==> config.mk <==
export PLATFORM = sky130hd
export DESIGN_NAME = result_uart_tx
export DESIGN_NICKNAME = d
export VERILOG_FILES = /design/src/rtl/result_uart_tx.sv
export SDC_FILE = /design/constraint.sdc
export NUM_CORES = 1
export LEC_CHECK = 0
export ABC_CLOCK_PERIOD_IN_PS = 6550
export CORE_UTILIZATION = 55
export DETAILED_ROUTE_END_ITERATION = 10
export GPL_ROUTABILITY_DRIVEN = 0
export PLACE_DENSITY = 0.85
export REMOVE_ABC_BUFFERS = 1
export SYNTH_ARGS = -nofsm -noshare
export SYNTH_HDL_FRONTEND = slang
export SYNTH_SLANG_ARGS = --single-unit
==> constraint.sdc <==
create_clock -name clk -period 6.55 [get_ports clk]
set_input_delay 0.655 -clock clk [delete_from_list [all_inputs] [get_ports clk]]
set_output_delay 0.655 -clock clk [all_outputs]
set_load 0.01 [all_outputs]
==> src/rtl/result_uart_tx.sv <==
// result_uart_tx: queues each new mux result and sends it as an ASCII digit on an 8N1 serial line
module result_uart_tx #(
  parameter int CLKS_PER_BIT = 4,
  parameter int FIFO_DEPTH = 4
) (
  input  logic                          clk,
  input  logic                          rst,
  input  logic [2:0]                    result,
  input  logic                          enable,
  output logic                          tx,
  output logic                          busy,
  output logic [$clog2(FIFO_DEPTH):0]   fifo_count,
  output logic                          overflow
);
  localparam int AW = $clog2(FIFO_DEPTH);
  localparam int NW = AW + 1;
  localparam int CW = $clog2(CLKS_PER_BIT);
  typedef enum logic [1:0] {IDLE, START, DATA, STOP} state_t;
  state_t        state;
  logic [2:0]    mem [FIFO_DEPTH];
  logic [AW-1:0] wp, rp;
  logic [2:0]    prev;
  logic          prev_valid;
  logic [7:0]    sh;
  logic [2:0]    bitn;
  logic [CW-1:0] cyc;
  logic          push, full, wr, pop, last;
  always_comb begin
    push = enable && (!prev_valid || result != prev);
    full = fifo_count == NW'(FIFO_DEPTH);
    wr   = push && !full;
    pop  = state == IDLE && fifo_count != '0;
    last = cyc == CW'(CLKS_PER_BIT - 1);
  end
  assign busy = state != IDLE;
  always_ff @(posedge clk)
    if (wr) mem[wp] <= result;
  always_ff @(posedge clk) begin
    if (rst) begin
      state      <= IDLE;
      tx         <= 1'b1;
      wp         <= '0;
      rp         <= '0;
      fifo_count <= '0;
      overflow   <= 1'b0;
      prev       <= '0;
      prev_valid <= 1'b0;
      sh         <= '0;
      bitn       <= '0;
      cyc        <= '0;
    end else begin
      if (enable) begin
        prev       <= result;
        prev_valid <= 1'b1;
      end
      if (push && full) overflow <= 1'b1;
      if (wr) wp <= wp + 1'b1;
      if (pop) rp <= rp + 1'b1;
      fifo_count <= fifo_count + NW'(wr) - NW'(pop);
      cyc <= (state == IDLE || last) ? '0 : cyc + 1'b1;
      // tx is registered, so each state's line level is set on the edge that enters it
      case (state)
        IDLE: if (pop) begin
          state <= START;
          tx    <= 1'b0;
          sh    <= 8'h30 | {5'b0, mem[rp]};
        end
        START: if (last) begin
          state <= DATA;
          bitn  <= '0;
          tx    <= sh[0];
        end
        DATA: if (last) begin
          sh <= sh >> 1;
          if (bitn == 3'd7) begin
            state <= STOP;
            tx    <= 1'b1;
          end else begin
            bitn <= bitn + 3'd1;
            tx   <= sh[1];
          end
        end
        STOP: if (last) state <= IDLE;
      endcase
    end
  end
endmodule

==> results of run 1 <==
logic make-up (layout without fill, tap and decap cells):
logic type	count (synthesis)	after routing
AND/OR/NAND/NOR	52	52
flip-flops	40	40
buffers and inverters	18	30
multiplexers	13	13
XOR/XNOR	7	7
AO/OA/AOI/OAI	22	22
adder cells (fa/ha/maj)	16	16
report_power, final:
group          total (mW)  internal (mW)  switching [mW]
Sequential          0.353          0.308          0.0450
Combinational       0.339          0.166           0.172
Clock               0.164         0.0815          0.0826
Total               0.856          0.556           0.300
state kept, by name, summed over array words and instances (netlist names), named ones only:
| register | cells |
|---|---|
| sh | 6 |
| rp | 2 |
| bitn | 3 |
| cyc | 2 |
| prev | 3 |
| wp | 2 |
| mem | 12 |
| tx | 1 |
| fifo_count | 3 |
| prev_valid | 1 |
| overflow | 1 |
| state | 2 |
cell type report:
class                           count  area, sq um  area share, %
Sequential cell                    40        920.9          44.53
Multi-Input combinational cell    110        857.1          41.44
Timing Repair Buffer               11        110.1          5.324
Tap cell                           44        55.05          2.662
Clock inverter                      3        46.29          2.238
Inverter                           11        41.29          1.996
Clock buffer                        5        37.54          1.815
worst max-delay path, delay by kind of cell:
kind	cells	cell delay (ns)
adder cells (fa/ha/maj)	3	0.86
XOR/XNOR	3	0.48
AND/OR/NAND/NOR	3	0.45
buffers and inverters	3	0.64
metal layers:
metal  share of wire [%]  wire [um]  track usage, %  up-vias
met3                 2.9         91           5.628        9
met4                 2.8         86           11.30        0
met5                   0          0               0        -
met2                  54       1674           38.25       15
met1                  41       1269           22.80      570
li1                    -          -               -      605
synthesized netlist by cell type, drive strengths merged (3+ instances only):
| cell type | number | area share (%) |
|---|---|---|
| clkbuf | 4 | 0.88 |
| nor2 | 23 | 4.8 |
| inv | 11 | 2.2 |
| nor2b | 3 | 1.0 |
| buf | 3 | 0.74 |
| dfxtp | 28 | 30 |
| nand2 | 9 | 1.8 |
| ha | 15 | 10 |
| xnor2 | 6 | 2.8 |
| mux4 | 3 | 3.7 |
| mux2i | 9 | 4.9 |
| a22oi | 3 | 1.2 |
| edfxtp | 12 | 19 |
| and2 | 4 | 1.4 |
| nand2b | 3 | 1.0 |
| a211oi | 4 | 1.6 |
| o21ai | 7 | 1.9 |
final timing paths:
kind                    to  slack [ns]  depth (start not counted)
min                 cyc[0]        0.44                          1
min reg2reg         cyc[0]        0.44                          1
max          fifo_count[2]        3.67                         12
max reg2reg  fifo_count[2]        4.10                         11
==> metrics.md, run 1 <==
| Metric | Value |
|---|---|
| Hold_buf cts | 0 |
| Slew Limit Fails | 0 |
| Vias after detailed routing | about 1200 |
| Setup violators final | 0 |
| EDFF count, synth | 12 |
| DRT Pass-1 Iters | 4 |
| Placed cells | ~220 |
| Post-synthesis sequential area ratio | 49.80% |
| Leakage | 0.7955 nW |
| Syn Std Cell Area | 1849 sq um |
| Worst-skew pair later-pin latency | around 0.35 ns |
| Clock slew at reported path FFs | about 0.11 ns |
| TritonCTS clock tree | yes |
| Mapped Cells | between 150 and 200 |
| Worst clock skew | between 0.01 and 0.015 ns |
| CP most frequent cell | xnor2_1 |
| Commonest non-fill, non-tap cell in the layout | dfxtp_1 |
| Post-placement cell area | ~2000 sq um |
| Remaining Overflow, GRT | 0 |
| CTS Buffer Depth | 2 |
| Post-Route WL | between 3 and 4 mm |
| Post-route cell area | just over 2000 sq um |
| Post-synthesis mux area share | under 10% |
| PortBufs | 11 |
| DRT iter0 DRCs | 38 |
| Top FF cell, synth | dfxtp_1 |
| Post-layout util | roughly two thirds |
| Setup repair after global routing missed its margin | false |
| Final Hold Fails | 0 |
| Area Growth Syn to Fin | 11.84% |
| Clk root buf | clkbuf_4 |
| Setup Buffers After CTS | 0 |
| Final setup TNS | 0 ns |
| Row cnt | 20 |
| Hold WC Path Type | reg2reg |
| Most frequent cells in the layout | 28 x dfxtp_1, 22 x nor2_1, 15 x ha_1 |
| Routed Antenna Nets | 0 |
| DIE HEIGHT | around 60 um |
| Synth Area in Simple Gates | ~14% |
| Fillcell total | between 200 and 250 |
| Via density | about 5.4 |
| Fmax | roughly 0.35 GHz |
| Share of cells above drive strength 1 | 8.333% |
| Starting Density | between 50% and 60% |
| Power, Total | between 0.8 and 0.9 mW |
| Vias in the first global route | ~1300 |
| Max_slew headroom | 35.43% |
| Antenna violations before repair | 0 |
| Synthesized flop and latch total | 40 |
| HPWL Detailed | 2.416 mm |
| Inserted Diodes | 0 |
| Wire length of the first global-routing pass | roughly 5.4 mm |
| Worst slew pin tran | roughly 0.97 ns |
| Non-Filler Instances | ~220 |
| Fin Hold WS | 0.4404 ns |
| Fin nets | around 200 |
| Crit path kind | in2reg |
| Clk sinks | 40 |
| Crit path launch type | input port |
| Fin crit share | between 40% and 50% |
| PwrDens | approximately 410 nW/um^2 |
| DRC viols | 0 |
| Global-route usage over all layers | between 20% and 30% |
| Die area | approximately 3600 sq um |
| Synth cell types | 37 |
| Asr flop ratio synth | 0% |
| Fin worst setup slack | 3.666 ns |
| Worst stage delay on the critical path | 0.52 ns |
| CP arrival | around 3.1 ns |
| Largest family of logic cells by synthesized area | simple AND/OR/NAND/NOR gates |
| Core area | between 3000 and 4000 sq um |
| Post-synthesis adder-cell area fraction | around 11% |
| Max-cap violations | 0 |
| CP startpoint | result[1] |
| Hold Startpoint | cyc[0] |
| Status | complete, no violations |
| CTS buffer count | 5 |
| Crit path time final | 2.884 ns |
| R2r startpoint | fifo_count[1] |
| Die width | 59.99 um |
| H-tree depth | 2 |
| Num ports | 12 |
| Syn_area_per_cell | 11.01 sq um |
| Worst setup EP type | register |
| CP required | between 6 and 7 ns |
| Crit path cell chain | clkdlybuf4s50_1 > xnor2_1 > nand4_1 > and3_1 > inv_1 > ha_1 > inv_1 > ha_1 > fa_1 > xnor2_1 > xnor2_1 > nor2_1 |
| Synth warnings | 0 |
| Worst path slowest cell | clkdlybuf4s50_1 |
| Largest net degree at the start of global routing | 30 |
| WL/cell | 13.94 um |
| PostCTS Resize Cnt | 0 |
| Synth Area in Compound Gates | 8.322% |
| Worst IR drop on VDD | about 0.25 mV |
| Max FO, Critical Path | 7 |
| Post-place setup slack | 3.265 ns |
| Area share of xor/xnor cells in the synthesized design | roughly 3.3% |
Power figures use the tool's default switching activity.
==> inputs of run 2 (changes only) <==
--- a/config.mk
+++ b/config.mk
@@ -5,11 +5,11 @@
 export SDC_FILE = /design/constraint.sdc
 export NUM_CORES = 1
 export LEC_CHECK = 0
-export ABC_CLOCK_PERIOD_IN_PS = 6550
-export CORE_UTILIZATION = 55
+export ABC_CLOCK_PERIOD_IN_PS = 2600
+export CORE_UTILIZATION = 52
 export DETAILED_ROUTE_END_ITERATION = 10
 export GPL_ROUTABILITY_DRIVEN = 0
-export PLACE_DENSITY = 0.85
+export PLACE_DENSITY = 0.84
 export REMOVE_ABC_BUFFERS = 1
 export SYNTH_ARGS = -nofsm -noshare
 export SYNTH_HDL_FRONTEND = slang
==> constraint.sdc (replaced) <==
create_clock -name clk -period 2.6 [get_ports clk]
set_input_delay 0.26 -clock clk [delete_from_list [all_inputs] [get_ports clk]]
set_output_delay 0.26 -clock clk [all_outputs]
set_load 0.01 [all_outputs]
==> run 2 against run 1 <==
  * First-iteration DRC count is 29% higher
  * Register-to-register slack worse by 3.9 ns
  * Utilization is 3.3 points lower
  * Combinational power grew to 2.5 times the previous value
  * Die area is 5.6% higher
  * Critical endpoint unchanged
  * Power grew to 2.5 times the previous value
  * Cell area is 2.1% higher
  * Global-route usage is 3.3 points lower
  * Clock power is 150% higher
==> metrics.md, run 2 (synthesis results as in run 1) <==
| Metric | Value |
|---|---|
| Status | complete, no violations |
| Register share of total power | 41.3% (about the same) |
| Hold_buf cts | 0 (unchanged) |
| Antenna violations before repair | 0 (unchanged) |
| Leakage | 0.8238 nW (+3.6%) |
| DRT Pass-1 Iters | 4 (unchanged) |
| Commonest non-fill, non-tap cell in the layout | dfxtp_1 |
| Top flop regs | mem: 12 flops, sh: 6 flops |
| Worst clock skew | 0.008991 ns (-0.004617 ns) |
| Most frequent cells in the layout | 28 x dfxtp_1, 22 x nor2_1, 15 x ha_1 |
| H-tree depth | 2 (unchanged) |
| Core area | 3363 sq um (+7.5%) |
| Final setup TNS | 0 ns (unchanged) |
| Row cnt | 21 (+5.0%) |
| Max_slew headroom | 60.42% (+25 points) |
| Setup repair after global routing missed its margin | false |
| DRC viols | 0 (unchanged) |
| Max reg flops | 12 (unchanged) |
| NetSw | 0.7398 mW (+150%) |
| Num ports | 12 (unchanged) |
| Top reg by flops | mem |
| CTS Buffer Depth | 2 (unchanged) |
| TritonCTS clock tree | yes |
| Hold Startpoint | cyc[0] |
| PortBufs | 11 (unchanged) |
| R2R Setup Slk | 0.24 ns (-3.86 ns) |
| DRT iter0 DRCs | 49 (+29%) |
| WL/cell | 13.13 um (-5.8%) |
| PwrDens | 1013 nW/um^2 (+140%) |
| Switching Fraction | 34.57% (-0.49 points) |
| Worst-skew pair later-pin latency | 0.35 ns (about the same) |
| Fin nets | 207 (+3.0%) |
| Fmax | 0.4243 GHz |
| Via density | 5.216 (-2.6%) |
| DIE HEIGHT | 61.64 um (+2.8%) |
| Die area | 3799 sq um (+5.6%) |
| Clock slew at reported path FFs | 0.12 ns (about the same) |
| Non-Filler Instances | 232 (+3.6%) |
| FF-to-FF path depth | 10 (-1) |
| Min-Delay Path Depth | 1 (unchanged) |
| Clk root buf | clkbuf_4 |
| Starting Density | 54.99% (-4.1 points) |
| Wire length of the first global-routing pass | 4.885 mm (-9.6%) |
| Power, Total | 2.140 mW (+150%) |
| Fin crit share | 90.64% |
| Largest net degree at the start of global routing | 21 (-30%) |
| Worst IR drop on VDD | 0.7300 mV (+190%) |
| Final Hold Fails | 0 (unchanged) |
| CP arrival | 2.61 ns (-0.48 ns) |
| Crit path time final | around 2.4 ns |
| Global-route usage over all layers | 18.11% (-3.3 points) |
| Post-Route WL | 3.046 mm (-2.4%) |
| Post-placement cell area | 2032 sq um (+2.4%) |
| Setup violators final | 0 (unchanged) |
| Min-Delay Endpoint | cyc[0] |
| Fin worst setup slack | 0.2433 ns (-3.423 ns) |
| CP required | 2.85 ns (-3.91 ns) |
| Placed cells | 224 (+3.7%) |
| Max-cap violations | 0 (unchanged) |
| Routed Antenna Nets | 0 (unchanged) |
| Clock power frac | 19.1% (about the same) |
| Setup Buffers After CTS | 0 (unchanged) |
| Die width | 61.64 um (+2.8%) |
| R2r startpoint | state[0] |
| CP startpoint | state[0] |
| Max FO, Critical Path | 6 (-1) |
| HPWL Detailed | 2.273 mm (-5.9%) |
| Slew Limit Fails | 0 (unchanged) |
| Crit path kind | reg2reg |
| R2r endpoint | fifo_count[2] |
| Crit path launch type | register |
| Post-route cell area | 2112 sq um (+2.1%) |
| Hold WC Path Type | reg2reg |
| Fillcell total | 291 (+18%) |
| Vias after detailed routing | 1210 (+0.92%) |
| CTS buffer count | 5 (unchanged) |
| Power Internal | 1.400 mW (+150%) |
| Area Growth Syn to Fin | 14.21% |
| PostCTS Resize Cnt | 0 (unchanged) |
| Post-place setup slack | 0.03586 ns (-3.230 ns) |
| Share of cells above drive strength 1 | 11.29% (+3.0 points) |
| Worst slew pin tran | 0.5937 ns (-0.3717 ns) |
| Worst setup EP type | register |
| Remaining Overflow, GRT | 0 (unchanged) |
| Clk sinks | 40 (unchanged) |
| Comb pwr share | 39.6% (about the same) |
| Inserted Diodes | 0 (unchanged) |
| Vias in the first global route | 1159 (-7.3%) |
-- run 2: cell count changes in the layout (fill, tap and decap cells not counted), sizes merged --
cell    previous run  this run
buf                0         6
clkinv             0         1
inv               12        11
-- run 2: power groups by stage --
stage / Sequential, mW / Clock [mW] / Combinational, mW
3_3_place_gp: 0.889 / 0 / 0.802
6_report: 0.884 / 0.408 / 0.848
2_1_floorplan: 0.888 / 0 / 0.616
3_5_place_dp: 0.901 / 0 / 0.849
5_1_grt: 0.903 / 0.448 / 0.949
4_1_cts: 0.887 / 0.422 / 0.852
-- run 2: final cells by class --
type / count / area (sq um) / share of cell area [%]
Sequential cell: 40 / 920.9 / 43.60
Multi-Input combinational cell: 110 / 857.1 / 40.58
Timing Repair Buffer: 17 / 155.1 / 7.346
Tap cell: 46 / 57.56 / 2.725
Clock inverter: 3 / 42.54 / 2.014
Inverter: 11 / 41.29 / 1.955
Clock buffer: 5 / 37.54 / 1.777
-- run 2: worst max-delay path by stage --
| stage | endpoint | slack, ns | cells after the start |
|---|---|---|---|
| after floorplan | fifo_count[2] | 0.37 | 11 |
| after global placement | fifo_count[2] | 0.14 | 12 |
| after detailed placement | fifo_count[2] | 0.04 | 12 |
| after CTS | fifo_count[2] | 0.24 | 10 |
| after global routing | fifo_count[2] | 0.09 | 10 |
| final | fifo_count[2] | 0.24 | 10 |
-- run 2: critical path, stage by stage (launching register included) --
cell     delay, ns
dfxtp_1       0.43
inv_1         0.11
ha_1          0.28
o31a_1        0.18
ha_1          0.30
inv_1         0.04
ha_1          0.18
fa_1          0.38
xnor2_1       0.17
xnor2_1       0.13
nor2_1        0.05
-- run 2: metrics by stage --
stage,util (%),hold slack [ns]
global placement,60.42,0.4156
CTS,62.80,0.4557
floorplan,-,0.3291
detailed placement,60.42,0.4380
finish,62.80,0.4538
global route,62.80,0.4655
-- run 2: metal layers --
metal  vias up  track usage [%]  share of wire (%)
met4         0            8.254                1.6
met5         -                0                  0
met2        18            32.57                 53
met3         6            5.882                3.8
met1       572            19.14                 41
li1        614                -                  -
